### src/rtl/radar_rx_cmd_scheduler.sv
// radar_rx_cmd_scheduler
// Turns a single AWG trigger into a burst of rx-controller commands: one
// command per pulse, spaced by the pulse repetition interval. A settings-bus
// abort write cuts the burst short with a single stop command.
// Optional feature macro: RADAR_RX_SCHED_TIMED_EN. When it is defined,
// commands are timed (time_o = vita_time + lead + k*pri) and late commands set
// late_err. When it is undefined, commands are send-immediate, time_o is 0 and
// late_err stays 0.
module radar_rx_cmd_scheduler #(
    parameter logic [7:0] SR_SCHED_NUM_PULSES = 8'd8,
    parameter logic [7:0] SR_SCHED_PRI        = 8'd9,
    parameter logic [7:0] SR_SCHED_LEAD       = 8'd10,
    parameter logic [7:0] SR_SCHED_CTRL       = 8'd11
) (
    input  logic        clk,
    input  logic        reset,
    input  logic        clear,
    input  logic        set_stb,
    input  logic [7:0]  set_addr,
    input  logic [31:0] set_data,
    input  logic [63:0] vita_time,
    input  logic        awg_init,
    input  logic [31:0] awg_data_len,
    input  logic [31:0] adc_sample_count,
    input  logic        cmd_ready,
    output logic [31:0] command_o,
    output logic [63:0] time_o,
    output logic        store_command,
    output logic        busy,
    output logic        late_err,
    output logic [15:0] pulses_issued
);

    localparam logic [1:0] IDLE     = 2'd0;
    localparam logic [1:0] ISSUE    = 2'd1;
    localparam logic [1:0] WAIT_PRI = 2'd2;
    localparam logic [1:0] ABORT    = 2'd3;

    // {send_imm=1, chain=0, reload=0, stop=1, numlines=0}
    localparam logic [31:0] STOP_CMD = 32'h9000_0000;

    logic [1:0]  state;
    logic [15:0] num_pulses;
    logic [31:0] pri;
    logic [31:0] lead;
    logic [31:0] pri_cnt;
    logic [27:0] len;
    logic [63:0] next_time;

    logic        abort_req;
    logic [32:0] len_sum;
    logic [27:0] len_sat;
    logic [31:0] pri_reload;
    logic [15:0] pulses_inc;
    logic        send_imm;
    logic [63:0] start_time;
    logic [63:0] pulse_time;
    logic        late_now;

`ifdef RADAR_RX_SCHED_TIMED_EN
    assign send_imm   = 1'b0;
    assign start_time = vita_time + {32'd0, lead};
    assign pulse_time = next_time;
    assign late_now   = (vita_time >= next_time);
`else
    logic [31:0] unused_lead;
    assign unused_lead = lead;
    assign send_imm    = 1'b1;
    assign start_time  = vita_time;
    assign pulse_time  = 64'd0;
    assign late_now    = 1'b0;
`endif

    // Command length: waveform + extra ADC samples + 1, clamped to the 28-bit numlines field.
    assign len_sum    = {1'b0, awg_data_len} + {1'b0, adc_sample_count} + 33'd1;
    assign len_sat    = (len_sum > 33'h0FFF_FFFF) ? 28'hFFF_FFFF : len_sum[27:0];
    // A PRI of 0 behaves as 1 so the strobe spacing never drops below two cycles.
    assign pri_reload = (pri == 32'd0) ? 32'd0 : pri - 32'd1;
    assign pulses_inc = pulses_issued + 16'd1;
    assign abort_req  = set_stb && (set_addr == SR_SCHED_CTRL) && set_data[0];
    assign busy       = (state != IDLE);

    // Settings registers: written from the settings bus, read live by the scheduler.
    // NOTE: clear deliberately leaves these alone so software need not reprogram after a soft clear.
    always_ff @(posedge clk) begin
        if (reset) begin
            num_pulses <= 16'd0;
            pri        <= 32'd0;
            lead       <= 32'd0;
        end else if (set_stb) begin
            if (set_addr == SR_SCHED_NUM_PULSES) num_pulses <= set_data[15:0];
            if (set_addr == SR_SCHED_PRI)        pri        <= set_data;
            if (set_addr == SR_SCHED_LEAD)       lead       <= set_data;
        end
    end

    // Burst scheduler: trigger, issue pulses with PRI spacing, abort with a stop command.
    // NOTE: non-blocking assignments throughout so every register sees pre-edge values.
    always_ff @(posedge clk) begin
        if (reset || clear) begin
            state         <= IDLE;
            command_o     <= 32'd0;
            time_o        <= 64'd0;
            store_command <= 1'b0;
            late_err      <= 1'b0;
            pulses_issued <= 16'd0;
            pri_cnt       <= 32'd0;
            len           <= 28'd0;
            next_time     <= 64'd0;
        end else begin
            // NOTE: default-low here makes the write strobe exactly one cycle wide.
            store_command <= 1'b0;
            case (state)
                IDLE: begin
                    if (awg_init && (num_pulses != 16'd0)) begin
                        len           <= len_sat;
                        next_time     <= start_time;
                        pulses_issued <= 16'd0;
                        state         <= ISSUE;
                    end
                end
                ISSUE: begin
                    if (abort_req) begin
                        state <= ABORT;
                    end else if (cmd_ready) begin
                        store_command <= 1'b1;
                        command_o     <= {send_imm, 3'b000, len};
                        time_o        <= pulse_time;
                        late_err      <= late_err | late_now;
                        pulses_issued <= pulses_inc;
                        next_time     <= next_time + {32'd0, pri};
                        pri_cnt       <= pri_reload;
                        state         <= (pulses_inc == num_pulses) ? IDLE : WAIT_PRI;
                    end
                end
                WAIT_PRI: begin
                    if (abort_req) begin
                        state <= ABORT;
                    end else if (pri_cnt == 32'd0) begin
                        state <= ISSUE;
                    end else begin
                        pri_cnt <= pri_cnt - 32'd1;
                    end
                end
                ABORT: begin
                    if (cmd_ready) begin
                        store_command <= 1'b1;
                        command_o     <= STOP_CMD;
                        time_o        <= 64'd0;
                        state         <= IDLE;
                    end
                end
                default: state <= IDLE;
            endcase
        end
    end

endmodule

### config.mk
export PLATFORM = sky130hd
export DESIGN_NAME = radar_rx_cmd_scheduler
export DESIGN_NICKNAME = d
export VERILOG_FILES = /design/src/rtl/radar_rx_cmd_scheduler.sv
export SDC_FILE = /design/constraint.sdc
export NUM_CORES = 1
export LEC_CHECK = 0
export ABC_AREA = 1
export BUFFER_PORTS_ARGS = -buffer_cell sky130_fd_sc_hd__buf_2
export CAP_MARGIN = 20
export CORE_ASPECT_RATIO = 0.75
export CORE_MARGIN = 2
export CORE_UTILIZATION = 54
export DETAILED_ROUTE_END_ITERATION = 10
export PLACE_DENSITY = 0.82
export SLEW_MARGIN = 20
export SYNTH_ARGS = -nofsm -noshare
export SYNTH_HDL_FRONTEND = slang
export SYNTH_SLANG_ARGS = --single-unit
### constraint.sdc
create_clock -name clk -period 3 [get_ports clk]
set_input_delay 0.45 -clock clk [delete_from_list [all_inputs] [get_ports clk]]
set_output_delay 0.45 -clock clk [all_outputs]
set_load 0.005 [all_outputs]
==> results of run 1 <==
==> through the flow <==
step	utilization	std cells	hold slack [ns]
2_1_floorplan	-	1784	0.4420
3_3_place_gp	0.5836	2093	0.4450
3_5_place_dp	0.5836	2093	0.4551
4_1_cts	0.6125	2125	0.2870
5_1_grt	0.6126	2126	0.3054
6_report	0.6126	2126	0.2938
==> per-layer routing <==
layer | vias to the layer above | wire (um)
met5 | - | 0
met1 | 5156 | 14260
met2 | 480 | 12920
met4 | 0 | 866
li1 | 5776 | -
met3 | 65 | 2278
==> kinds of logic after synthesis <==
kind of cell | count (synthesis) | synth area share
AO/OA/AOI/OAI | 303 | 0.1620
XOR/XNOR | 48 | 0.03846
adder cells (fa/ha/maj) | 37 | 0.04304
flip-flops | 157 | 0.2875
AND/OR/NAND/NOR | 836 | 0.3255
other | 1 | 0.0003430
buffers and inverters | 336 | 0.1432
==> cells in the mapped netlist (2+ instances only) <==
cell	instances
clkinv_1	2
nand2_2	10
o22ai_1	4
o21ai_1	4
and2_1	2
o21bai_1	5
clkbuf_1	40
buf_6	5
nor2_4	3
o21a_1	12
inv_2	2
o31ai_1	22
ha_1	36
nor4_1	9
nor3_1	27
xnor2_1	7
a211oi_1	40
nand3b_1	5
o21ai_0	70
buf_2	9
a21oi_1	121
xor2_1	41
a21o_1	3
nand2_1	339
nor2_2	5
a21oi_2	2
a31oi_1	16
or2_2	3
nand4_1	19
buf_4	68
dfxtp_1	157
nor2_1	249
inv_1	209
nand3_1	161
==> report_power, final <==
| part | internal (mW) | leakage [nW] | switching, mW |
|---|---|---|---|
| clock network | 1.18 | 0.282 | 0.987 |
| registers | 2.09 | 1.26 | 0.00448 |
| logic | 0.269 | 4.47 | 0.506 |
==> worst paths after layout <==
path / startpoint / end / slack (ns) / depth (start not counted)
max reg2reg: num_pulses[15] / len[20] / 0.23 / 10
min: set_data[18] / pri[18] / 0.29 / 3
min reg2reg: len[7] / command_o[7] / 0.47 / 2
max: num_pulses[15] / len[20] / 0.23 / 10
==> area by class of cell <==
cell class	count	area, sq um	area share
repair buffers	174	950.9	0.07744
diodes	1	2.502	0.0002038
clock buffers	19	432.9	0.03526
clock inverters	13	146.4	0.01192
inverters	213	799.5	0.06511
well taps	258	322.8	0.02629
flip-flops and latches	157	3143	0.2560
multi-input cells	1291	6481	0.5278
==> flip-flops by register name (all words and copies together) (netlist names) <==
register	flops
pri	32
pulses_issued	16
store_command	1
command_o	30
num_pulses	16
pri_cnt	32
len	28
state	2
==> worst register-to-register path, delay by kind of cell (launching register included) <==
family	cells	cell delay (ns)
flip-flops	1	0.40
buffers and inverters	3	0.58
AND/OR/NAND/NOR	6	1.36
AO/OA/AOI/OAI	1	0.31
==> metrics.md, run 1 <==
| Metric | Value |
|---|---|
| Overflow after GRT | `0` |
| Vias in the first global route | `10283` |
| Post-synthesis cell type count | `45` |
| Worst skew pair latency | `0.44 ns` |
| Initial antenna violation count | `1` |
| DRT Wirelength | `30.32 mm` |
| Reg clk slew, reported paths | `0.07 ns` |
| Hold Path Class | `input port to register` |
| Post-synth EDFFs | `0` |
| Data arrival, critical path | `3.10 ns` |
| CP delay by family, top | `simple AND/OR/NAND/NOR gates` |
| GRT Util Overall | `0.2838` |
| CP max stage cell | `nor2_1` |
| Clock sinks | `157` |
| DIE HEIGHT | `127.2 um` |
| Post-CTS Setup Repair Bufs | `0` |
| CTS resizes | `0` |
| GRT met1 Usage | `0.4099` |
| Final min period | `2.766 ns` |
| Cell Pwr Density | `410.3 nW/um^2` |
| Most common cell after layout, fill and taps aside | `nand2_1` |
| Worst rel slew slack | `0.2643` |
| Commonest non-fill, non-tap cells in the layout | `338 x nand2_1, 248 x nor2_1, 209 x inv_1, 161 x nand3_1` |
| Prevailing post-synth register cell | `dfxtp_1` |
| Worst Path Required | `3.33 ns` |
| DR vias/cell | `5.398` |
| Largest net degree at the start of global routing | `61` |
| Via count | `11477` |
| # port buffers | `157` |
| DRT Pass-1 Iters | `6` |
| Clock skew | `0.01328 ns` |
| CP Launch Type | `register` |
| Synth Instances | `1718` |
| Register area share after synthesis | `0.2875` |
| Yosys warning count | `0` |
| Placed cell area | `11700 sq um` |
| GR peak layer | `met2` |
| Wire length of the first global-routing pass | `49.85 mm` |
| Critical path, cell by cell | `nor4_1, nand4_1, nand2_1, nor2_1, clkinv_1, buf_4, a21oi_1, nand3_1, nand2_1, inv_1` |
| Fin nets | `2065` |
| Antenna viol nets, final | `0` |
| GR Util met2 | `0.4297` |
| Setup violators final | `0` |
| H-Tree Depth | `4` |
| Filler cells | `1896` |
| CTS buffer count | `17` |
| Final setup margin | `0.2337 ns` |
| Core box area | `20040 sq um` |
| Count of final max-slew check failures | `0` |
| Worst-margin pin slew | `1.100 ns` |
| Routed len/inst | `14.26 um` |
| Period utilization | `0.9221` |
| Max Clock Freq | `0.3615 GHz` |
| Share of layout cells above drive strength 1 | `0.1264` |
| Starting density of the core | `0.5454` |
| CP Class | `register to register` |
| FP Rows | `45` |
| Final GP Congestion | `0.9554` |
| Pre-CTS setup slack | `0.2713 ns` |
| Die footprint | `21410 sq um` |
| Top cell by count, worst path | `nand2_1` |
| Root Buffer Master | `clkbuf_16` |
| Status | `finished clean` |
| Die width | `168.3 um` |
| Flops & latches, synth | `157` |
| 1st-iter DRT viols | `1135` |
| Dpl hpwl | `22.90 mm` |
| CP Capture Type | `register` |
| CP peak stage delay | `0.84 ns` |
| Worst VDD drop | `0.4021 mV` |
| Remaining DRCs | `0` |
| Cell taking the most area after synthesis | `dfxtp_1` |
| MaxCap Viol Count | `0` |
| TNS Setup | `0 ns` |
| Grt met3 use | `0.03686` |
| Top cell type's share of synthesized area | `0.2875` |
| Final Hold Vio Count | `0` |
| FFs w/ async S/R, synth | `0` |
| Cts hold-fix bufs | `0` |
| CTS tree | `yes` |
| Syn Area/Cell | `6.363 sq um` |
| Static Leak | `6.015 nW` |
| Synthesis-to-finish area growth | `12.33%` |
| Buffers and inverters on the worst path | `3` |
| Netlist Area Pre-Place | `10930 sq um` |
| RSZ-0062 raised after global routing | `no` |
| Critical path fanouts, max | `43` |
| Top cells by area, synth | `dfxtp_1 29%, nand2_1 12%, nor2_1 8.5%` |
| I/O pin count | `289` |
| Pwr Total | `5.038 mW` |
| Clock tree buffer depth | `2` |
| Fin area | `12280 sq um` |
(Power assumes the default switching activity.)
==> run 2, diff against run 1 <==
--- a/config.mk
+++ b/config.mk
@@ -12,7 +12,7 @@
 export CORE_MARGIN = 2
 export CORE_UTILIZATION = 54
 export DETAILED_ROUTE_END_ITERATION = 10
-export PLACE_DENSITY = 0.82
+export PLACE_DENSITY = 0.88
 export SLEW_MARGIN = 20
 export SYNTH_ARGS = -nofsm -noshare
 export SYNTH_HDL_FRONTEND = slang
==> run 2 against run 1 <==
Against the previous run: design area grew 0.21%; count of clock-buffer cells in the layout decreased by 2; sequential power barely moved; worst setup slack got worse by 0.14 ns; wire length rose by 4.6%; via count increased by 3.0%; clock power hardly changed; worst hold slack lost 0.0046 ns; critical endpoint unchanged; largest power group unchanged; highest routed layer unchanged.
==> metrics.md, run 2 (synthesis gave the netlist of run 1 again) <==
| Metric | Value |
|---|---|
| Worst Hold End | `pri[20] (was pri[18])` |
| Critical path, cell by cell | `nor4_1, nand4_1, nand2_1, nor2_1, clkinv_1, buf_4, a21oi_1, nand3_1, nand2_1, inv_1 (unchanged)` |
| Top cell by count, worst path | `nand2_1 (unchanged)` |
| Buffers and inverters on the worst path | `3 (unchanged)` |
| Commonest non-fill, non-tap cells in the layout | `338 x nand2_1, 248 x nor2_1, 209 x inv_1, 161 x nand3_1 (unchanged)` |
| Reg-to-Reg End | `len[20] (unchanged)` |
| Die width | `168.3 um (unchanged)` |
| Fin nets | `2068 (was 2065)` |
| DRT Wirelength | `31.71 mm (was 30.32 mm)` |
| CTS buffer count | `17 (unchanged)` |
| 1st-iter DRT viols | `1294 (was 1135)` |
| DRT Pass-1 Iters | `6 (unchanged)` |
| Worst VDD drop | `0.4296 mV (was 0.4021 mV)` |
| Fin area | `12310 sq um (was 12280 sq um)` |
| Sw Ratio | `0.3097 (was 0.2972)` |
| CP max stage cell | `nor2_1 (unchanged)` |
| Worst rel slew slack | `0.2633 (was 0.2643)` |
| Clock power frac | `0.429 (was 0.431)` |
| Cell Pwr Density | `409.6 nW/um^2 (was 410.3 nW/um^2)` |
| Count of final max-slew check failures | `0 (unchanged)` |
| CTS resizes | `0 (unchanged)` |
| Die footprint | `21410 sq um (unchanged)` |
| Worst skew pair latency | `0.44 ns (about the same)` |
| GRT Util Overall | `0.2952 (was 0.2838)` |
| Period utilization | `0.9673 (was 0.9221)` |
| Critical path fanouts, max | `43 (unchanged)` |
| CP peak stage delay | `0.84 ns (about the same)` |
| Hold Path Class | `input port to register (unchanged)` |
| Final min period | `2.902 ns (was 2.766 ns)` |
| Setup violators final | `0 (unchanged)` |
| Synthesis-to-finish area growth | `12.57% (was 12.33%)` |
| I/O pin count | `289 (unchanged)` |
| Reg clk slew, reported paths | `0.07 ns (about the same)` |
| Filler cells | `1859 (was 1896)` |
| Final GP Congestion | `0.9806 (was 0.9554)` |
| Int Power | `3.479 mW (was 3.540 mW)` |
| TNS Setup | `0 ns (unchanged)` |
| Worst reg2reg path depth | `10 (unchanged)` |
| Psw | `1.561 mW (was 1.497 mW)` |
| CP delay by family, top | `simple AND/OR/NAND/NOR gates (unchanged)` |
| Share of layout cells above drive strength 1 | `0.1289 (was 0.1264)` |
| Data arrival, critical path | `3.24 ns (was 3.10 ns)` |
| Hold WS | `0.2892 ns (was 0.2938 ns)` |
| Via count | `11819 (was 11477)` |
| Largest registers | `pri: 32 flops, pri_cnt: 32 flops, command_o: 30 flops (unchanged)` |
| Placed cell area | `11710 sq um (was 11700 sq um)` |
| MaxCap Viol Count | `0 (unchanged)` |
| Dpl hpwl | `24.05 mm (was 22.90 mm)` |
| Clock skew | `0.01413 ns (was 0.01328 ns)` |
| Final setup margin | `0.09801 ns (was 0.2337 ns)` |
| CP Capture Type | `register (unchanged)` |
| CTS tree | `yes (unchanged)` |
| Hold path depth | `3 (unchanged)` |
| H-Tree Depth | `4 (unchanged)` |
| Core box area | `20040 sq um (unchanged)` |
| Critical R2R Launch | `num_pulses[15] (unchanged)` |
| FP Rows | `45 (unchanged)` |
| Worst-margin pin slew | `1.101 ns (was 1.100 ns)` |
| Initial antenna violation count | `0 (was 1)` |
| Antenna cells | `0 (was 1)` |
| Final Hold Vio Count | `0 (unchanged)` |
| Worst Min Path Start | `set_data[20] (was set_data[18])` |
| Max Clock Freq | `0.3446 GHz (was 0.3615 GHz)` |
| Starting density of the core | `0.5454 (unchanged)` |
| Worst Path Required | `3.34 ns (was 3.33 ns)` |
| Clock sinks | `157 (unchanged)` |
| Most common cell after layout, fill and taps aside | `nand2_1 (unchanged)` |
| Status | `finished clean (unchanged)` |
| Antenna viol nets, final | `0 (unchanged)` |
| CP Launch Type | `register (unchanged)` |
| RSZ-0062 raised after global routing | `no (unchanged)` |
| Flop2flop setup slack | `0.1 ns (was 0.23 ns)` |
| CP Class | `register to register (unchanged)` |
| Static Leak | `6.031 nW (was 6.015 nW)` |
| Logic pwr share | `0.156 (was 0.154)` |
| Post-CTS Setup Repair Bufs | `0 (unchanged)` |
| Overflow after GRT | `0 (unchanged)` |
| # port buffers | `157 (unchanged)` |
| Cts hold-fix bufs | `0 (unchanged)` |
| Wire length of the first global-routing pass | `51.56 mm (was 49.85 mm)` |
| Pre-CTS setup slack | `0.1762 ns (was 0.2713 ns)` |
| Clock tree buffer depth | `2 (unchanged)` |
| Remaining DRCs | `0 (unchanged)` |
| Seq pwr share | `0.415 (was 0.416)` |
| Vias in the first global route | `10532 (was 10283)` |
| Routed len/inst | `14.90 um (was 14.26 um)` |
| Largest net degree at the start of global routing | `49 (was 61)` |
| DR vias/cell | `5.554 (was 5.398)` |
| Root Buffer Master | `clkbuf_16 (unchanged)` |
| DIE HEIGHT | `127.2 um (unchanged)` |
## run 2: changes by cell type in the layout (fill, tap and decap cells not counted)
cell,previous run,this run
buf_12,3,2
buf_4,14,18
bufinv_16,1,0
clkbuf_1,2,0
clkinv_4,3,4
clkinv_8,0,4
diode_2,1,0
inv_6,3,1
## run 2: how the worst max path moves through the flow
stage / slack [ns] / cells past startpoint / to / startpoint
6_report: 0.1 / 10 / len[20] / num_pulses[15]
3_5_place_dp: 0.18 / 18 / len[23] / adc_sample_count[0]
4_1_cts: 0.29 / 10 / len[20] / num_pulses[15]
2_1_floorplan: 0.60 / 19 / len[19] / awg_data_len[0]
3_3_place_gp: 0.26 / 18 / len[23] / adc_sample_count[0]
5_1_grt: 0.04 / 10 / len[20] / num_pulses[15]
## run 2: per-layer routing
layer / track usage / wire (um)
met5: 0 / 0
met4: 0.1055 / 861
met3: 0.06320 / 3414
met2: 0.4442 / 13510
met1: 0.4182 / 13920
## run 2: power by group through the flow
stage | Clock [mW] | Combinational (mW) | Sequential, mW
after floorplan | 0 | 0.590 | 2.14
after global placement | 0 | 0.749 | 2.14
after detailed placement | 0 | 0.763 | 2.14
after CTS | 2.17 | 0.768 | 2.09
after global routing | 2.26 | 0.871 | 2.09
final | 2.16 | 0.785 | 2.09
## run 2: final cells by class
class	count	area [sq um]	share of cell area
well taps	258	322.8	0.02623
inverters	213	799.5	0.06497
clock inverters	15	172.7	0.01403
clock buffers	17	425.4	0.03457
repair buffers	177	960.9	0.07809
multi-input cells	1291	6481	0.5267
flip-flops and latches	157	3143	0.2554
## run 2: per-stage QoR
step / utilization / power, mW / cells
2_1_floorplan: - / 2.730 / 1784
3_3_place_gp: 0.5841 / 2.891 / 2096
3_5_place_dp: 0.5841 / 2.904 / 2096
4_1_cts: 0.6139 / 5.036 / 2128
5_1_grt: 0.6139 / 5.226 / 2128
6_report: 0.6139 / 5.040 / 2128
## run 2: worst min-delay path: cells and delay by family
kind / cells / cell delay [ns]
buffers and inverters: 1 / 0.10
and+or+nand+nor: 2 / 0.14
==> run 3, diff against run 2 <==
--- a/config.mk
+++ b/config.mk
@@ -6,13 +6,14 @@
 export NUM_CORES = 1
 export LEC_CHECK = 0
 export ABC_AREA = 1
-export BUFFER_PORTS_ARGS = -buffer_cell sky130_fd_sc_hd__buf_2
+export BUFFER_PORTS_ARGS = -buffer_cell sky130_fd_sc_hd__clkbuf_2
 export CAP_MARGIN = 20
 export CORE_ASPECT_RATIO = 0.75
 export CORE_MARGIN = 2
-export CORE_UTILIZATION = 54
+export CORE_UTILIZATION = 55
 export DETAILED_ROUTE_END_ITERATION = 10
-export PLACE_DENSITY = 0.88
+export GPL_TIMING_DRIVEN = 0
+export PLACE_DENSITY = 0.89
 export SLEW_MARGIN = 20
 export SYNTH_ARGS = -nofsm -noshare
 export SYNTH_HDL_FRONTEND = slang
==> constraint.sdc (replaced) <==
create_clock -name clk -period 3.4 [get_ports clk]
set_input_delay 0.51 -clock clk [delete_from_list [all_inputs] [get_ports clk]]
set_output_delay 0.51 -clock clk [all_outputs]
set_load 0.005 [all_outputs]
==> run 3 against run 2 <==
Against the previous run: combinational power shrank 3.4%; sequential power decreased by 11%; count of clock-buffer cells in the layout did not move; clock power shrank 8%; design area is 4.7% higher; non-clock buffer count increased by 103; cell count grew 4.6%; largest power group unchanged.
==> metrics.md, run 3 (synthesis gave the netlist of run 1 again) <==
| Metric | Value |
|---|---|
| Status | `finished clean (unchanged)` |
| CTS tree | `yes (unchanged)` |
| Final GP Congestion | `1.004 (was 0.9806)` |
| Overflow after GRT | `0 (unchanged)` |
| CP Class | `input port to register (was register to register)` |
| Antenna cells | `0 (unchanged)` |
| Post-CTS Setup Repair Bufs | `0 (unchanged)` |
| FP Rows | `44 (was 45)` |
| Critical path, cell by cell | `clkbuf_2, inv_1, ha_1, inv_1, fa_1, nand3_1, nand2_1, nand2_1, nand2_2, nand3_1, nand2_1, a21oi_1, nand3_1, nor2_4, buf_6, nand3_1, nand2_1, inv_1 (was nor4_1, nand4_1, nand2_1, nor2_1, clkinv_1, buf_4, a21oi_1, nand3_1, nand2_1, inv_1)` |
| CTS resizes | `0 (unchanged)` |
| Reg clk slew, reported paths | `0.07 ns (about the same)` |
| Cts hold-fix bufs | `0 (unchanged)` |
| Dpl hpwl | `27.06 mm (was 24.05 mm)` |
| Psw | `1.344 mW (was 1.561 mW)` |
| Sw Ratio | `0.2933 (was 0.3097)` |
| RSZ-0062 raised after global routing | `no (unchanged)` |
| Worst-margin pin slew | `0.6617 ns (was 1.101 ns)` |
| Worst rel slew slack | `0.5588 (was 0.2633)` |
| Clock power frac | `0.431 (was 0.429)` |
| # port buffers | `157 (unchanged)` |
| Vias in the first global route | `11116 (was 10532)` |
| DRT Pass-1 Iters | `7 (was 6)` |
| Share of layout cells above drive strength 1 | `0.1526 (was 0.1289)` |
| I/O pin count | `289 (unchanged)` |
| Routed len/inst | `15.38 um (was 14.90 um)` |
| Largest net degree at the start of global routing | `17 (was 49)` |
| Initial antenna violation count | `0 (unchanged)` |
| Pwr Total | `4.583 mW (was 5.040 mW)` |
| Hold path depth | `3 (unchanged)` |
| Worst reg2reg path depth | `13 (was 10)` |
| Clock skew | `0.01020 ns (was 0.01413 ns)` |
| Post-layout util | `0.6629 (was 0.6139)` |
| Data arrival, critical path | `2.88 ns (was 3.24 ns)` |
| Wire length of the first global-routing pass | `55.32 mm (was 51.56 mm)` |
| Fin nets | `2171 (was 2068)` |
| DR vias/cell | `5.524 (was 5.554)` |
| TNS Setup | `0 ns (unchanged)` |
| Setup violators final | `0 (unchanged)` |
| Hold Path Class | `input port to register (unchanged)` |
| Worst Path Required | `3.74 ns (was 3.34 ns)` |
| Period utilization | `0.7469` |
| H-Tree Depth | `4 (unchanged)` |
| Root Buffer Master | `clkbuf_16 (unchanged)` |
| Via count | `12297 (was 11819)` |
| Worst VDD drop | `0.3665 mV (was 0.4296 mV)` |
| CTS buffer count | `17 (unchanged)` |
| Crit. path cell count | `18 (was 10)` |
| Logic pwr share | `0.165 (was 0.156)` |
| Clock sinks | `157 (unchanged)` |
| Starting density of the core | `0.5625 (was 0.5454)` |
| Cell Pwr Density | `355.8 nW/um^2 (was 409.6 nW/um^2)` |
| CP delay by family, top | `simple AND/OR/NAND/NOR gates (unchanged)` |
| Clock tree buffer depth | `2 (unchanged)` |
| Die footprint | `21030 sq um (was 21410 sq um)` |
| Largest registers | `pri: 32 flops, pri_cnt: 32 flops, command_o: 30 flops (unchanged)` |
| CP peak stage delay | `0.41 ns (was 0.84 ns)` |
| Buffers and inverters on the worst path | `5 (was 3)` |
| Antenna viol nets, final | `0 (unchanged)` |
| DRT Wirelength | `34.23 mm (was 31.71 mm)` |
| CP Launch Type | `input port (was register)` |
| CP max stage cell | `fa_1 (was nor2_1)` |
| Critical path fanouts, max | `10 (was 43)` |
| Remaining DRCs | `0 (unchanged)` |
| Max Clock Freq | `0.3938 GHz` |
| Synthesis-to-finish area growth | `17.84% (was 12.57%)` |
| MaxCap Viol Count | `0 (unchanged)` |
| Int Power | `3.239 mW (was 3.479 mW)` |
| DIE HEIGHT | `126.1 um (was 127.2 um)` |
| GRT Util Overall | `0.3213 (was 0.2952)` |
| Final min period | `2.540 ns` |
| Commonest non-fill, non-tap cells in the layout | `339 x nand2_1, 249 x nor2_1, 209 x inv_1, 161 x nand3_1 (was 338 x nand2_1, 248 x nor2_1, 209 x inv_1, 161 x nand3_1)` |
| Die width | `166.8 um (was 168.3 um)` |
| Seq pwr share | `0.403 (was 0.415)` |
| Core box area | `19430 sq um (was 20040 sq um)` |
| Most common cell after layout, fill and taps aside | `nand2_1 (unchanged)` |
| Worst skew pair latency | `0.44 ns (about the same)` |
| Static Leak | `6.388 nW (was 6.031 nW)` |
| Final Hold Vio Count | `0 (unchanged)` |
| Count of final max-slew check failures | `0 (unchanged)` |
| 1st-iter DRT viols | `1435 (was 1294)` |
| CP Capture Type | `register (unchanged)` |
run 3: area by class of cell:
class                      instances  area, sq um
timing repair buffer             157        785.8
sequential                       157         3143
clock buffer                      17        425.4
buffer                           123        765.7
multi-input combinational       1291         6471
tap                              253        316.6
fill                            1687         6551
clock inverter                    15        175.2
inverter                         213        799.5
run 3: final timing paths:
kind                                      start            to  slack [ns]
worst max-delay path            awg_data_len[0]       len[25]        0.86
worst min-delay path               set_data[18]       pri[18]        0.33
worst max register to register       pri_cnt[0]   pri_cnt[26]        0.87
worst min register to register     command_o[1]  command_o[1]        0.47
run 3: worst register-to-register path, delay by kind of cell (launching register included):
| kind | cells | cell delay (ns) |
|---|---|---|
| DFF | 1 | 0.42 |
| and+or+nand+nor | 7 | 0.88 |
| buffers and inverters | 4 | 0.71 |
| AOI/OAI and AO/OA | 1 | 0.15 |
| adders and majority gates | 1 | 0.25 |
run 3: through the flow:
step / cell area (sq um) / hold slack [ns] / setup WS [ns] / std cells
floorplan: 11180 / 0.4420 / 0.9391 / 1784
global placement: 12280 / 0.4516 / 0.5343 / 2194
detailed placement: 12280 / 0.4589 / 0.4523 / 2194
CTS: 12880 / 0.3272 / 0.8925 / 2226
global route: 12880 / 0.3552 / 0.6778 / 2226
finish: 12880 / 0.3314 / 0.8604 / 2226
run 3: power by group through the flow:
stage / registers (mW) / logic (mW) / clock network, mW
6_report: 1.85 / 0.758 / 1.98
3_3_place_gp: 1.89 / 0.717 / 0
4_1_cts: 1.85 / 0.734 / 1.98
5_1_grt: 1.85 / 0.840 / 2.06
2_1_floorplan: 1.89 / 0.520 / 0
3_5_place_dp: 1.89 / 0.730 / 0
run 3: layer usage:
layer | wire (um) | track usage | vias to the layer above | share of wire
met4 | 1020 | 0.1227 | 0 | 0.030
li1 | - | - | 5991 | -
met1 | 14590 | 0.4528 | 5499 | 0.43
met5 | 0 | 0 | - | 0
met2 | 14900 | 0.4985 | 705 | 0.44
met3 | 3720 | 0.04745 | 102 | 0.11
